<file path="src/rtl/rmt_alu_pkg.sv">
// Shared types and constants for the match-action ALU request arbiter.
// State encodings, opcode field position and opcode values.
package rmt_alu_pkg;

  localparam logic [1:0] ST_IDLE  = 2'd0;
  localparam logic [1:0] ST_ISSUE = 2'd1;
  localparam logic [1:0] ST_WAIT  = 2'd2;
  localparam logic [1:0] ST_RESP  = 2'd3;

  typedef enum logic [1:0] {
    IDLE  = ST_IDLE,
    ISSUE = ST_ISSUE,
    WAIT  = ST_WAIT,
    RESP  = ST_RESP
  } arb_state_t;

  localparam int ALU_OP_MSB = 24;
  localparam int ALU_OP_LSB = 21;

  localparam logic [3:0] ALU_OP_ADD = 4'b0001;
  localparam logic [3:0] ALU_OP_SUB = 4'b0010;
  localparam logic [3:0] ALU_OP_OR  = 4'b0101;
  localparam logic [3:0] ALU_OP_GEQ = 4'b0110;
  localparam logic [3:0] ALU_OP_SET = 4'b1110;

endpackage

</file>
<file path="src/rtl/rr_arbiter.sv">
// Round-robin grant: first set request after last_grant, wrapping.
// Produces a one-hot grant and its index.
module rr_arbiter #(
  parameter int NUM_REQ = 4,
  localparam int IDXW = $clog2(NUM_REQ)
) (
  input  logic [NUM_REQ-1:0] req,
  input  logic [IDXW-1:0]    last_grant,
  output logic [NUM_REQ-1:0] grant,
  output logic [IDXW-1:0]    grant_idx
);

  logic            found;
  logic [IDXW-1:0] idx;

  always_comb begin
    grant     = '0;
    grant_idx = '0;
    found     = 1'b0;
    idx       = '0;
    for (int i = 1; i <= NUM_REQ; i++) begin
      idx = IDXW'((int'(last_grant) + i) % NUM_REQ);
      if (!found && req[idx]) begin
        found      = 1'b1;
        grant[idx] = 1'b1;
        grant_idx  = idx;
      end
    end
  end

endmodule

</file>
<file path="src/rtl/alu_req_arbiter.sv">
// Shares one ALU among NUM_REQ requesters: grant, issue, wait, respond.
// Optional WAIT watchdog enabled by defining ALU_ARB_TIMEOUT_EN.
module alu_req_arbiter
  import rmt_alu_pkg::*;
#(
  parameter int STAGE_ID       = 0,
  parameter int ACTION_LEN     = 25,
  parameter int DATA_WIDTH     = 48,
  parameter int NUM_REQ        = 4,
  parameter int TIMEOUT_CYCLES = 15
) (
  input  logic                          clk,
  input  logic                          rst,
  input  logic [NUM_REQ-1:0]            req_valid,
  output logic [NUM_REQ-1:0]            req_ready,
  input  logic [NUM_REQ*ACTION_LEN-1:0] req_action,
  input  logic [NUM_REQ*DATA_WIDTH-1:0] req_op1,
  input  logic [NUM_REQ*DATA_WIDTH-1:0] req_op2,
  output logic [NUM_REQ-1:0]            resp_valid,
  output logic [DATA_WIDTH-1:0]         resp_data,
  output logic                          resp_err,
  output logic [ACTION_LEN-1:0]         alu_action,
  output logic                          alu_action_valid,
  output logic [DATA_WIDTH-1:0]         alu_operand_1,
  output logic [DATA_WIDTH-1:0]         alu_operand_2,
  input  logic [DATA_WIDTH-1:0]         alu_result,
  input  logic                          alu_result_valid,
  output logic [31:0]                   op_count
);

  localparam int IDXW = $clog2(NUM_REQ);

  if (NUM_REQ < 2 || NUM_REQ > 8 ||
      TIMEOUT_CYCLES < 1 || TIMEOUT_CYCLES > 255 ||
      STAGE_ID < 0) begin : g_bad_param
    $error("alu_req_arbiter: parameter out of range");
  end

  arb_state_t         state_q;
  arb_state_t         state_d;
  logic [IDXW-1:0]    last_grant_q;
  logic [IDXW-1:0]    grant_idx;
  logic [NUM_REQ-1:0] grant;
  logic [NUM_REQ-1:0] grant_q;
  logic               accept;
  logic               result_take;
  logic               timeout;
  logic               timeout_hit;

  rr_arbiter #(
    .NUM_REQ(NUM_REQ)
  ) u_rr (
    .req       (req_valid),
    .last_grant(last_grant_q),
    .grant     (grant),
    .grant_idx (grant_idx)
  );

  assign req_ready        = accept ? grant : '0;
  assign alu_action_valid = (state_q == ISSUE);

  always_comb begin
    state_d     = state_q;
    accept      = 1'b0;
    result_take = 1'b0;
    timeout     = 1'b0;
    unique case (state_q)
      IDLE: begin
        if (!rst && |req_valid) begin
          accept  = 1'b1;
          state_d = ISSUE;
        end
      end
      ISSUE: state_d = WAIT;
      WAIT: begin
        // A response in the limit cycle beats the watchdog.
        if (alu_result_valid) begin
          result_take = 1'b1;
          state_d     = RESP;
        end else if (timeout_hit) begin
          timeout = 1'b1;
          state_d = RESP;
        end
      end
      RESP:    state_d = IDLE;
      default: state_d = IDLE;
    endcase
  end

  always_ff @(posedge clk) begin
    if (rst) begin
      state_q <= IDLE;
    end else begin
      state_q <= state_d;
    end
  end

  always_ff @(posedge clk) begin
    if (rst) begin
      last_grant_q  <= IDXW'(NUM_REQ - 1);
      grant_q       <= '0;
      alu_action    <= '0;
      alu_operand_1 <= '0;
      alu_operand_2 <= '0;
      resp_valid    <= '0;
      resp_data     <= '0;
      op_count      <= '0;
    end else begin
      resp_valid <= '0;
      if (accept) begin
        grant_q       <= grant;
        last_grant_q  <= grant_idx;
        alu_action    <= req_action[grant_idx*ACTION_LEN +: ACTION_LEN];
        alu_operand_1 <= req_op1[grant_idx*DATA_WIDTH +: DATA_WIDTH];
        alu_operand_2 <= req_op2[grant_idx*DATA_WIDTH +: DATA_WIDTH];
      end
      if (result_take) begin
        resp_valid <= grant_q;
        resp_data  <= alu_result;
      end else if (timeout) begin
        resp_valid <= grant_q;
        resp_data  <= '0;
      end
      if (state_q == RESP) begin
        op_count <= op_count + 32'd1;
      end
    end
  end

`ifdef ALU_ARB_TIMEOUT_EN
  logic [7:0] wait_cnt_q;

  always_ff @(posedge clk) begin
    if (rst) begin
      wait_cnt_q <= '0;
      resp_err   <= 1'b0;
    end else begin
      resp_err <= timeout;
      if (state_q == ISSUE) begin
        wait_cnt_q <= '0;
      end else if (state_q == WAIT) begin
        wait_cnt_q <= wait_cnt_q + 8'd1;
      end
    end
  end

  assign timeout_hit = (wait_cnt_q + 8'd1 == 8'(TIMEOUT_CYCLES));
`else
  assign timeout_hit = 1'b0;
  assign resp_err    = 1'b0;
`endif

endmodule

</file>
<file path="config.mk">
export PLATFORM = sky130hd
export DESIGN_NAME = alu_req_arbiter
export DESIGN_NICKNAME = d
export VERILOG_FILES = /design/src/rtl/rmt_alu_pkg.sv /design/src/rtl/rr_arbiter.sv /design/src/rtl/alu_req_arbiter.sv
export SDC_FILE = /design/constraint.sdc
export NUM_CORES = 1
export LEC_CHECK = 0
export ABC_AREA = 1
export CAP_MARGIN = 20
export CELL_PAD_IN_SITES_DETAIL_PLACEMENT = 0
export CELL_PAD_IN_SITES_GLOBAL_PLACEMENT = 1
export CORE_AREA = 3 3 288 290
export CTS_BUF_LIST = sky130_fd_sc_hd__clkbuf_8
export DETAILED_ROUTE_END_ITERATION = 6
export DIE_AREA = 0 0 291 293
export GPL_TIMING_DRIVEN = 0
export PLACE_DENSITY = 0.63
export RECOVER_POWER = 100
export SLEW_MARGIN = 10
export SYNTH_ARGS = -nofsm -noshare
export SYNTH_HDL_FRONTEND = slang
export SYNTH_SLANG_ARGS = --single-unit
</file>
<file path="constraint.sdc">
create_clock -name clk -period 2.4 [get_ports clk]
set_input_delay 0.36 -clock clk [delete_from_list [all_inputs] [get_ports clk]]
set_output_delay 0.36 -clock clk [all_outputs]
set_load 0.02 [all_outputs]
</file>
==> Implementation_results.wiki, run 1 <==
{| class="wikitable"
! Metric !! Value
|-
| Final count of negative-setup-slack endpoints || between 100 and 150
|-
| Pre-antenna DRT Iters || 5
|-
| Total die area || roughly 0.085 mm²
|-
| Sequential share of power || 12.3%
|-
| Bufs on Longest Clock Path || 3
|-
| Post-route clock period utilization || 118%
|-
| Power share of the clock group || 10.3%
|-
| Share of flip-flops with an asynchronous set or reset after synthesis || 0%
|-
| Layout cells sized above 1 || 18.5%
|-
| Final WL || 84.5 mm
|-
| Number of endpoints with negative hold slack in the final report || 0
|-
| Status || finished, violations left
|-
| Routed vias/inst || 4.24
|-
| Min-delay worst type || input port to flip-flop
|-
| Detailed router's first-iteration violation count || 772
|-
| Time the final worst path needs with I/O delays and setup || 2.82 ns
|-
| Total of flip-flops plus latches after synthesis || 213
|-
| Slack of the worst reg-to-reg path || -0.42 ns
|-
| Beginning of the worst hold path || req_op1[116]
|-
| Nature of the critical path endpoint || flip-flop
|-
| WP data arrival || 3.29 ns
|-
| Number of buffers created by CTS || 46
|-
| Half-perimeter wire length of the detailed placement result || 65.5 mm
|-
| Cell chosen for the clock root || sky130_fd_sc_hd__clkbuf_8
|-
| Number of placement rows || 104
|-
| Max Freq || 0.355 GHz
|-
| Routed Antenna Nets || 0
|-
| Critical path data required time || 2.87 ns
|-
| Post-route DRC violation count || 0
|-
| Internal power of the cells || 20.8 mW
|-
| Number of hold-repair buffers added at the cts stage || 0
|-
| Sink count of the clock tree || approximately 210
|-
| Global-route wire length before repair || 118 mm
|-
| Gr usage total || 18.7%
|-
| # fillers || 8,731
|-
| Ports || 750
|-
| Start-to-end type of the worst setup path || flip-flop to flip-flop
|-
| Synth Net Count || ~2,600
|-
| Total grt overflow || 0
|-
| Maximum ir drop on the vdd rail || just under 900 µV
|-
| CORE AREA || 0.0805 mm²
|-
| H-tree levels || 2
|-
| Violations in the final reports || negative setup slack
|-
| Max-slew headroom || between 30 and 40%
|-
| Final #Nets || 3,467
|-
| Clock network latency to the later pin of the worst-skew pair || 0.61 ns
|-
| Crit Reg-Reg Startpoint || last_grant_q[1]
|-
| Yosys warning total || 0
|-
| Cell count after synthesis || between 2,000 and 2,500
|-
| Post-route worst hold slack || between 0.3 and 0.4 ns
|-
| Worst Setup SP || last_grant_q[1]
|-
| Y dimension of the die || just under 300 µm
|-
| Dominant synthesized flop cell || sky130_fd_sc_hd__dfxtp_1
|-
| Count of flip-flops with a built-in enable after synthesis || 0
|-
| Tightest Pin Transition || roughly 0.94 ns
|-
| Number of global-route vias before repair || between 15,000 and 20,000
|-
| Post-CTS clock slew at the launch and capture registers of the worst setup and hold paths || 0.06 ns
|-
| Power per standard cell area || 1540 mW/mm²
|-
| Launching element type of the critical path || flip-flop
|-
| Psw || around 19 mW
|-
| Max-cap violations || 0
|-
| Count of buffers from port buffering || 747
|-
| Netlist area before placement || about 0.012 mm²
|-
| GP Congestion || roughly 0.88
|-
| Die X-Extent || 291 µm
|-
| Critical-path maximum fanout || 5
|-
| Count of pins over their slew limit || 0
|-
| CTS tree || yes
|-
| Via Count || 17,000
|-
| Leading cell type in the layout, fill and taps excluded || sky130_fd_sc_hd__nand2_1
|-
| Pleak || ~12 nW
|-
| Unrepaired setup endpoints after global routing || true
|-
| Multi-input combinational cell area || 0.00827 mm²
|-
| Effective utilization at floorplan || 15.4%
|-
| Switching share of total power || 47.7%
|-
| End-of-flow core utilization || 32.0%
|-
| Unique masters post-synth || between 40 and 50
|-
| Fin worst setup slack || -0.420 ns
|-
| Layout Area Growth over Synthesis || 108%
|-
| Sequential Area || 0.00427 mm²
|-
| Final worst clock skew || 0.0382 ns
|-
| Proportion of power drawn by combinational gates || 77.4%
|-
| Avg Synthesized Cell Area || 6.11 µm²
|-
| Initial antenna violation count || 21
|-
| Pin count of the biggest net entering global routing || 13
|-
| Final routed wire length divided by cell count || 21.0 µm
|-
| Leading cell types in the layout, fill and taps excluded || sky130_fd_sc_hd__nand2_1 (650), sky130_fd_sc_hd__clkdlybuf4s50_1 (537), sky130_fd_sc_hd__nand3_1 (283)
|-
| Sequential fraction of the synthesis area || about a third
|}
-- through the flow --
step / area, µm² / setup slack [ns] / cells / TNS, ns / total power, mW
5_1_grt: 25800 / -0.552 / 4016 / -49.83 / 42.5
3_5_place_dp: 21200 / -1.84 / 3831 / -189.31 / 24.1
3_3_place_gp: 21200 / -1.80 / 3831 / -184.57 / 24.2
6_report: 25800 / -0.420 / 4018 / -32.76 / 39.8
4_1_cts: 25400 / -0.413 / 3992 / -35.96 / 39.9
2_1_floorplan: 12400 / 0.0604 / 2024 / 0 / 15.9
-- repair_timing --
action | in CTS | in global routing
pin swaps | 149 | 57
buffers inserted | 62 | 18
setup endpoints to repair | 131 | 134
cloned | 23 | 2
gates resized for setup | 610 | 92
-- state kept, by name, indices dropped and copies added, names as in the netlist --
name / flops
alu_action: 25
alu_operand_2: 48
state_q: 2
last_grant_q: 2
resp_data: 48
resp_valid: 4
op_count: 32
grant_q: 4
alu_operand_1: 48
-- final cells by class --
cell class | count | share of cell area [%]
Antenna cell | 15 | 0.146
Inverter | 122 | 1.86
Timing Repair Buffer | 845 | 35.0
Clock inverter | 23 | 0.602
Buffer | 144 | 5.69
Sequential cell | 213 | 16.6
Multi-Input combinational cell | 1542 | 32.1
Tap cell | 1060 | 5.15
Clock buffer | 54 | 2.89
-- cell usage after synthesis, types with 4 or more instances --
cell type / n / area [µm²]
sky130_fd_sc_hd__inv_1: 115 / 432
sky130_fd_sc_hd__a21oi_1: 22 / 110
sky130_fd_sc_hd__nand4_1: 10 / 62.6
sky130_fd_sc_hd__dfxtp_1: 213 / 4260
sky130_fd_sc_hd__buf_2: 61 / 305
sky130_fd_sc_hd__o21ai_1: 4 / 20.0
sky130_fd_sc_hd__ha_1: 14 / 175
sky130_fd_sc_hd__o21ai_0: 75 / 375
sky130_fd_sc_hd__nand3_1: 402 / 2010
sky130_fd_sc_hd__buf_1: 8 / 30.0
sky130_fd_sc_hd__nand2_2: 4 / 25.0
sky130_fd_sc_hd__nand3_2: 4 / 40.0
sky130_fd_sc_hd__xor2_1: 4 / 35.0
sky130_fd_sc_hd__nor3_1: 11 / 55.1
sky130_fd_sc_hd__o211ai_1: 56 / 420
sky130_fd_sc_hd__inv_2: 4 / 15.0
sky130_fd_sc_hd__buf_4: 13 / 97.6
sky130_fd_sc_hd__nor4_1: 6 / 37.5
sky130_fd_sc_hd__nor2_1: 135 / 507
sky130_fd_sc_hd__nand2_1: 771 / 2890
sky130_fd_sc_hd__clkbuf_1: 63 / 236
-- critical path, cell delays in order (launching register included) --
cell,delay (ns)
sky130_fd_sc_hd__dfxtp_4,0.36
sky130_fd_sc_hd__clkinvlp_4,0.11
sky130_fd_sc_hd__ha_4,0.31
sky130_fd_sc_hd__inv_4,0.04
sky130_fd_sc_hd__nand3_4,0.06
sky130_fd_sc_hd__nand2_4,0.08
sky130_fd_sc_hd__nor2_4,0.20
sky130_fd_sc_hd__buf_12,0.15
sky130_fd_sc_hd__nand2_8,0.05
sky130_fd_sc_hd__nand2_8,0.09
sky130_fd_sc_hd__nand2_8,0.05
sky130_fd_sc_hd__buf_12,0.13
sky130_fd_sc_hd__buf_12,0.14
sky130_fd_sc_hd__buf_12,0.12
sky130_fd_sc_hd__o211ai_1,0.64
sky130_fd_sc_hd__nand2_1,0.10
-- layer usage --
metal	track usage, %	part of all wire [%]
met1	22.5	41
met2	32.1	49
met3	4.96	7.1
met4	6.86	3.1
met5	0	0.062
-- power by group through the flow --
| stage | combinational (mW) | sequential (mW) | clock [mW] |
|---|---|---|---|
| 2_1_floorplan | 9.98 | 5.89 | 0 |
| 3_3_place_gp | 19.2 | 4.99 | 0 |
| 3_5_place_dp | 19.1 | 5.00 | 0 |
| 4_1_cts | 30.6 | 4.94 | 4.30 |
| 5_1_grt | 33.0 | 5.01 | 4.44 |
| 6_report | 30.8 | 4.91 | 4.09 |
-- kinds of logic (layout without fill, tap and decap cells) --
| group | Yosys count | count (layout) | share of synthesized area, % |
|---|---|---|---|
| AOI/OAI and AO/OA | 167 | 167 | 8.10 |
| adders and majority gates | 14 | 14 | 1.42 |
| buffers and inverters | 269 | 1188 | 9.32 |
| other | 1 | 16 | 0.0303 |
| and+or+nand+nor | 1355 | 1355 | 46.3 |
| xor gates and xnor gates | 5 | 5 | 0.354 |
| DFF | 213 | 213 | 34.5 |
-- path summary, 6_finish.rpt --
path | depth (start not counted) | end
worst max-delay path | 15 | alu_operand_1[38]
worst min-delay path | 3 | alu_operand_1[20]
worst max register to register | 15 | alu_operand_1[38]
worst min register to register | 2 | alu_operand_2[29]
Note: power is estimated with default switching activity, not from simulation.
==> run 2: changes to the inputs <==
- CORE_AREA: 3 3 288 290 -> 2 2 295 297
- DIE_AREA: 0 0 291 293 -> 0 0 297 299
- MAX_ROUTING_LAYER: default -> met4
- PLACE_DENSITY: 0.63 -> 0.6
==> run 2 against run 1 <==
Effect of this change:
- the flow still finishes with violations (negative setup slack)
- sequential power about the same
- non-clock buffer count decreased by 5
- worst setup slack improved by 0.046 ns
- wire length increased by 2.4%
- design area increased by 2.6%
- critical path type unchanged
- largest cell class unchanged
- largest power group unchanged
==> Implementation_results.wiki, run 2 (synthesized netlist as in run 1, its figures left out) <==
{| class="wikitable"
! Metric !! Value
|-
| Min-delay worst type || input port to flip-flop
|-
| Sink count of the clock tree || 213 (unchanged)
|-
| Maximum ir drop on the vdd rail || 690 µV (-23%)
|-
| Number of global-route vias before repair || 16,900 (-1.5%)
|-
| Pin count of the biggest net entering global routing || 14 (+1)
|-
| Leading cell type in the layout, fill and taps excluded || sky130_fd_sc_hd__nand2_1
|-
| Final routed wire length divided by cell count || 21.0 µm (about the same)
|-
| Routed vias/inst || 4.12 (-2.8%)
|-
| Leading registers by flop count || alu_operand_1 (48), alu_operand_2 (48), resp_data (48)
|-
| Pleak || 11.8 nW (+1.2%)
|-
| Total power draw || 40.8 mW (+2.8%)
|-
| Via Count || 17,000 (-0.31%)
|-
| Count of buffers from port buffering || 747 (unchanged)
|-
| Die X-Extent || 297 µm (+2.1%)
|-
| Count of pins over their slew limit || 0 (unchanged)
|-
| Post-route DRC violation count || 0 (unchanged)
|-
| Final worst clock skew || 0.0319 ns (-0.00633 ns)
|-
| Post-CTS clock slew at the launch and capture registers of the worst setup and hold paths || 0.07 ns (about the same)
|-
| Half-perimeter wire length of the detailed placement result || 66.0 mm (+0.71%)
|-
| Layout Area Growth over Synthesis || 114%
|-
| Clock network latency to the later pin of the worst-skew pair || 0.64 ns (+0.03 ns)
|-
| Instance area at placement || 0.0213 mm² (+0.56%)
|-
| Total die area || 0.0888 mm² (+4.2%)
|-
| Global-route wire length before repair || 118 mm (+0.12%)
|-
| Tightest Pin Transition || 1.06 ns (+0.120 ns)
|-
| H-tree levels || 2 (unchanged)
|-
| Number of endpoints with negative hold slack in the final report || 0 (unchanged)
|-
| Effective utilization at floorplan || 14.4% (-0.96 points)
|-
| Fin worst setup slack || -0.374 ns (+0.0464 ns)
|-
| Unrepaired setup endpoints after global routing || true
|-
| Ports || 750 (unchanged)
|-
| Detailed router's first-iteration violation count || 906 (+17%)
|-
| Placed instance count || 3,926 (+2.5%)
|-
| Pre-antenna DRT Iters || 7 (+2)
|-
| Time the final worst path needs with I/O delays and setup || 2.77 ns (-0.0464 ns)
|-
| Status || finished, violations left
|-
| Final #Nets || 3,464 (-0.087%)
|-
| Routed Antenna Nets || 0 (unchanged)
|-
| Critical path data required time || 2.89 ns (+0.02 ns)
|-
| CTS tree || yes
|-
| Leading cell types in the layout, fill and taps excluded || sky130_fd_sc_hd__nand2_1 (665), sky130_fd_sc_hd__clkdlybuf4s50_1 (537), sky130_fd_sc_hd__nand3_1 (224)
|-
| Launching element type of the critical path || flip-flop
|-
| Bufs on Longest Clock Path || 3 (unchanged)
|-
| Final WL || 86.5 mm (+2.4%)
|-
| Nature of the critical path endpoint || flip-flop
|-
| Violations in the final reports || negative setup slack
|-
| WP data arrival || 3.27 ns (-0.02 ns)
|-
| Design area || 0.0264 mm² (+2.6%)
|-
| Number of placement rows || 108 (+3.8%)
|-
| Max Freq || 0.361 GHz (+1.7%)
|-
| Max-slew headroom || 29.4% (-8.0 points)
|-
| Count of placed standard cells in the final layout, fillers left out || 4,120 (+2.5%)
|-
| Total grt overflow || 0 (unchanged)
|-
| CORE AREA || 0.0859 mm² (+6.7%)
|-
| Critical-path maximum fanout || 5 (unchanged)
|-
| Layout cells sized above 1 || 20.2% (+1.7 points)
|-
| Y dimension of the die || 299 µm (+2.0%)
|-
| GP Congestion || 0.920 (+4.1%)
|-
| Final count of negative-setup-slack endpoints || 126 (unchanged)
|-
| Post-route clock period utilization || 116% (-1.9 points)
|-
| Start-to-end type of the worst setup path || flip-flop to flip-flop
|-
| Power per standard cell area || 1550 mW/mm² (+0.18%)
|-
| Gr usage total || 18.7% (-0.035 points)
|-
| Number of buffers created by CTS || 48 (+4.3%)
|-
| Cell chosen for the clock root || sky130_fd_sc_hd__clkbuf_8
|-
| Initial antenna violation count || 19 (-9.5%)
|-
| Max-cap violations || 0 (unchanged)
|}
run 2: changes by cell type in the layout (fill, tap and decap cells not counted), moves of 15 or more:
cell                        before  now
sky130_fd_sc_hd__nand3_1       283  224
sky130_fd_sc_hd__buf_16         20    5
sky130_fd_sc_hd__clkbuf_16       5   21
sky130_fd_sc_hd__nand2_1       650  665
sky130_fd_sc_hd__nand3_2       119  143
sky130_fd_sc_hd__nand3_4         4   39
run 2: area by class of cell:
cell class	instances	area, µm²
clock buffers	61	840
clock inverters	27	176
well taps	1155	1450
multi-input cells	1542	8680
flip-flops and latches	213	4270
repair buffers	847	9040
fillers	9437	59500
diodes	16	40.0
plain buffers	137	1450
inverters	122	487
run 2: timing repair:
item | in CTS | in global routing
setup buffers | 47 | 30
cloned | 9 | 19
pin swaps | 80 | 183
hold buffers | 0 | 0
gates resized for setup | 400 | 389
endpoints found under the setup margin | 133 | 135
run 2: power by group:
group | leakage [nW] | total [mW] | internal (mW) | switching, mW
Clock | 0.593 | 4.48 | 2.50 | 1.98
Sequential | 1.75 | 4.89 | 4.48 | 0.415
Combinational | 9.50 | 31.5 | 14.0 | 17.5
Total | 11.8 | 40.8 | 21.0 | 19.9
run 2: through the flow:
| stage | hold slack (ns) | worst slack, ns | util, % | setup TNS, ns |
|---|---|---|---|---|
| after floorplan | 0.416 | 0.0604 | - | 0 |
| after global placement | 0.434 | -2.00 | 24.8 | -199.81 |
| after detailed placement | 0.433 | -1.97 | 24.8 | -196.85 |
| after CTS | 0.165 | -0.447 | 28.3 | -31.07 |
| after global routing | 0.314 | -0.539 | 30.7 | -45.04 |
| final | 0.345 | -0.374 | 30.7 | -29.58 |
run 2: critical path: stages, from the launching register on:
cell and delay, ns:
sky130_fd_sc_hd__dfxtp_4 0.36, sky130_fd_sc_hd__buf_8 0.10, sky130_fd_sc_hd__inv_8 0.03, sky130_fd_sc_hd__ha_4 0.29, sky130_fd_sc_hd__inv_4 0.04, sky130_fd_sc_hd__nand3_4 0.08, sky130_fd_sc_hd__nand2_4 0.09, sky130_fd_sc_hd__nor2_4 0.19
sky130_fd_sc_hd__buf_12 0.15, sky130_fd_sc_hd__nand2_8 0.05, sky130_fd_sc_hd__nand2_8 0.08, sky130_fd_sc_hd__nand2_4 0.06, sky130_fd_sc_hd__buf_12 0.14, sky130_fd_sc_hd__buf_12 0.13, sky130_fd_sc_hd__buf_12 0.12, sky130_fd_sc_hd__o211ai_1 0.58
sky130_fd_sc_hd__nand2_1 0.10
run 2: worst paths after layout:
kind	end	slack, ns	cells after the start	from
max	alu_operand_1[27]	-0.37	16	last_grant_q[0]
min	alu_operand_2[6]	0.34	3	req_op2[102]
max reg2reg	alu_operand_1[27]	-0.37	16	last_grant_q[0]
min reg2reg	alu_operand_1[37]	0.44	2	alu_operand_1[37]
run 2: per-layer routing:
metal  global-route usage [%]  share of wire (%)  vias to the layer above
met5                        -                  0                        -
met4                     6.01                2.7                        0
met3                     4.81                6.6                      130
met2                     30.4                 48                      595
met1                     22.5                 43                     7869
li1                         -                  -                     8385
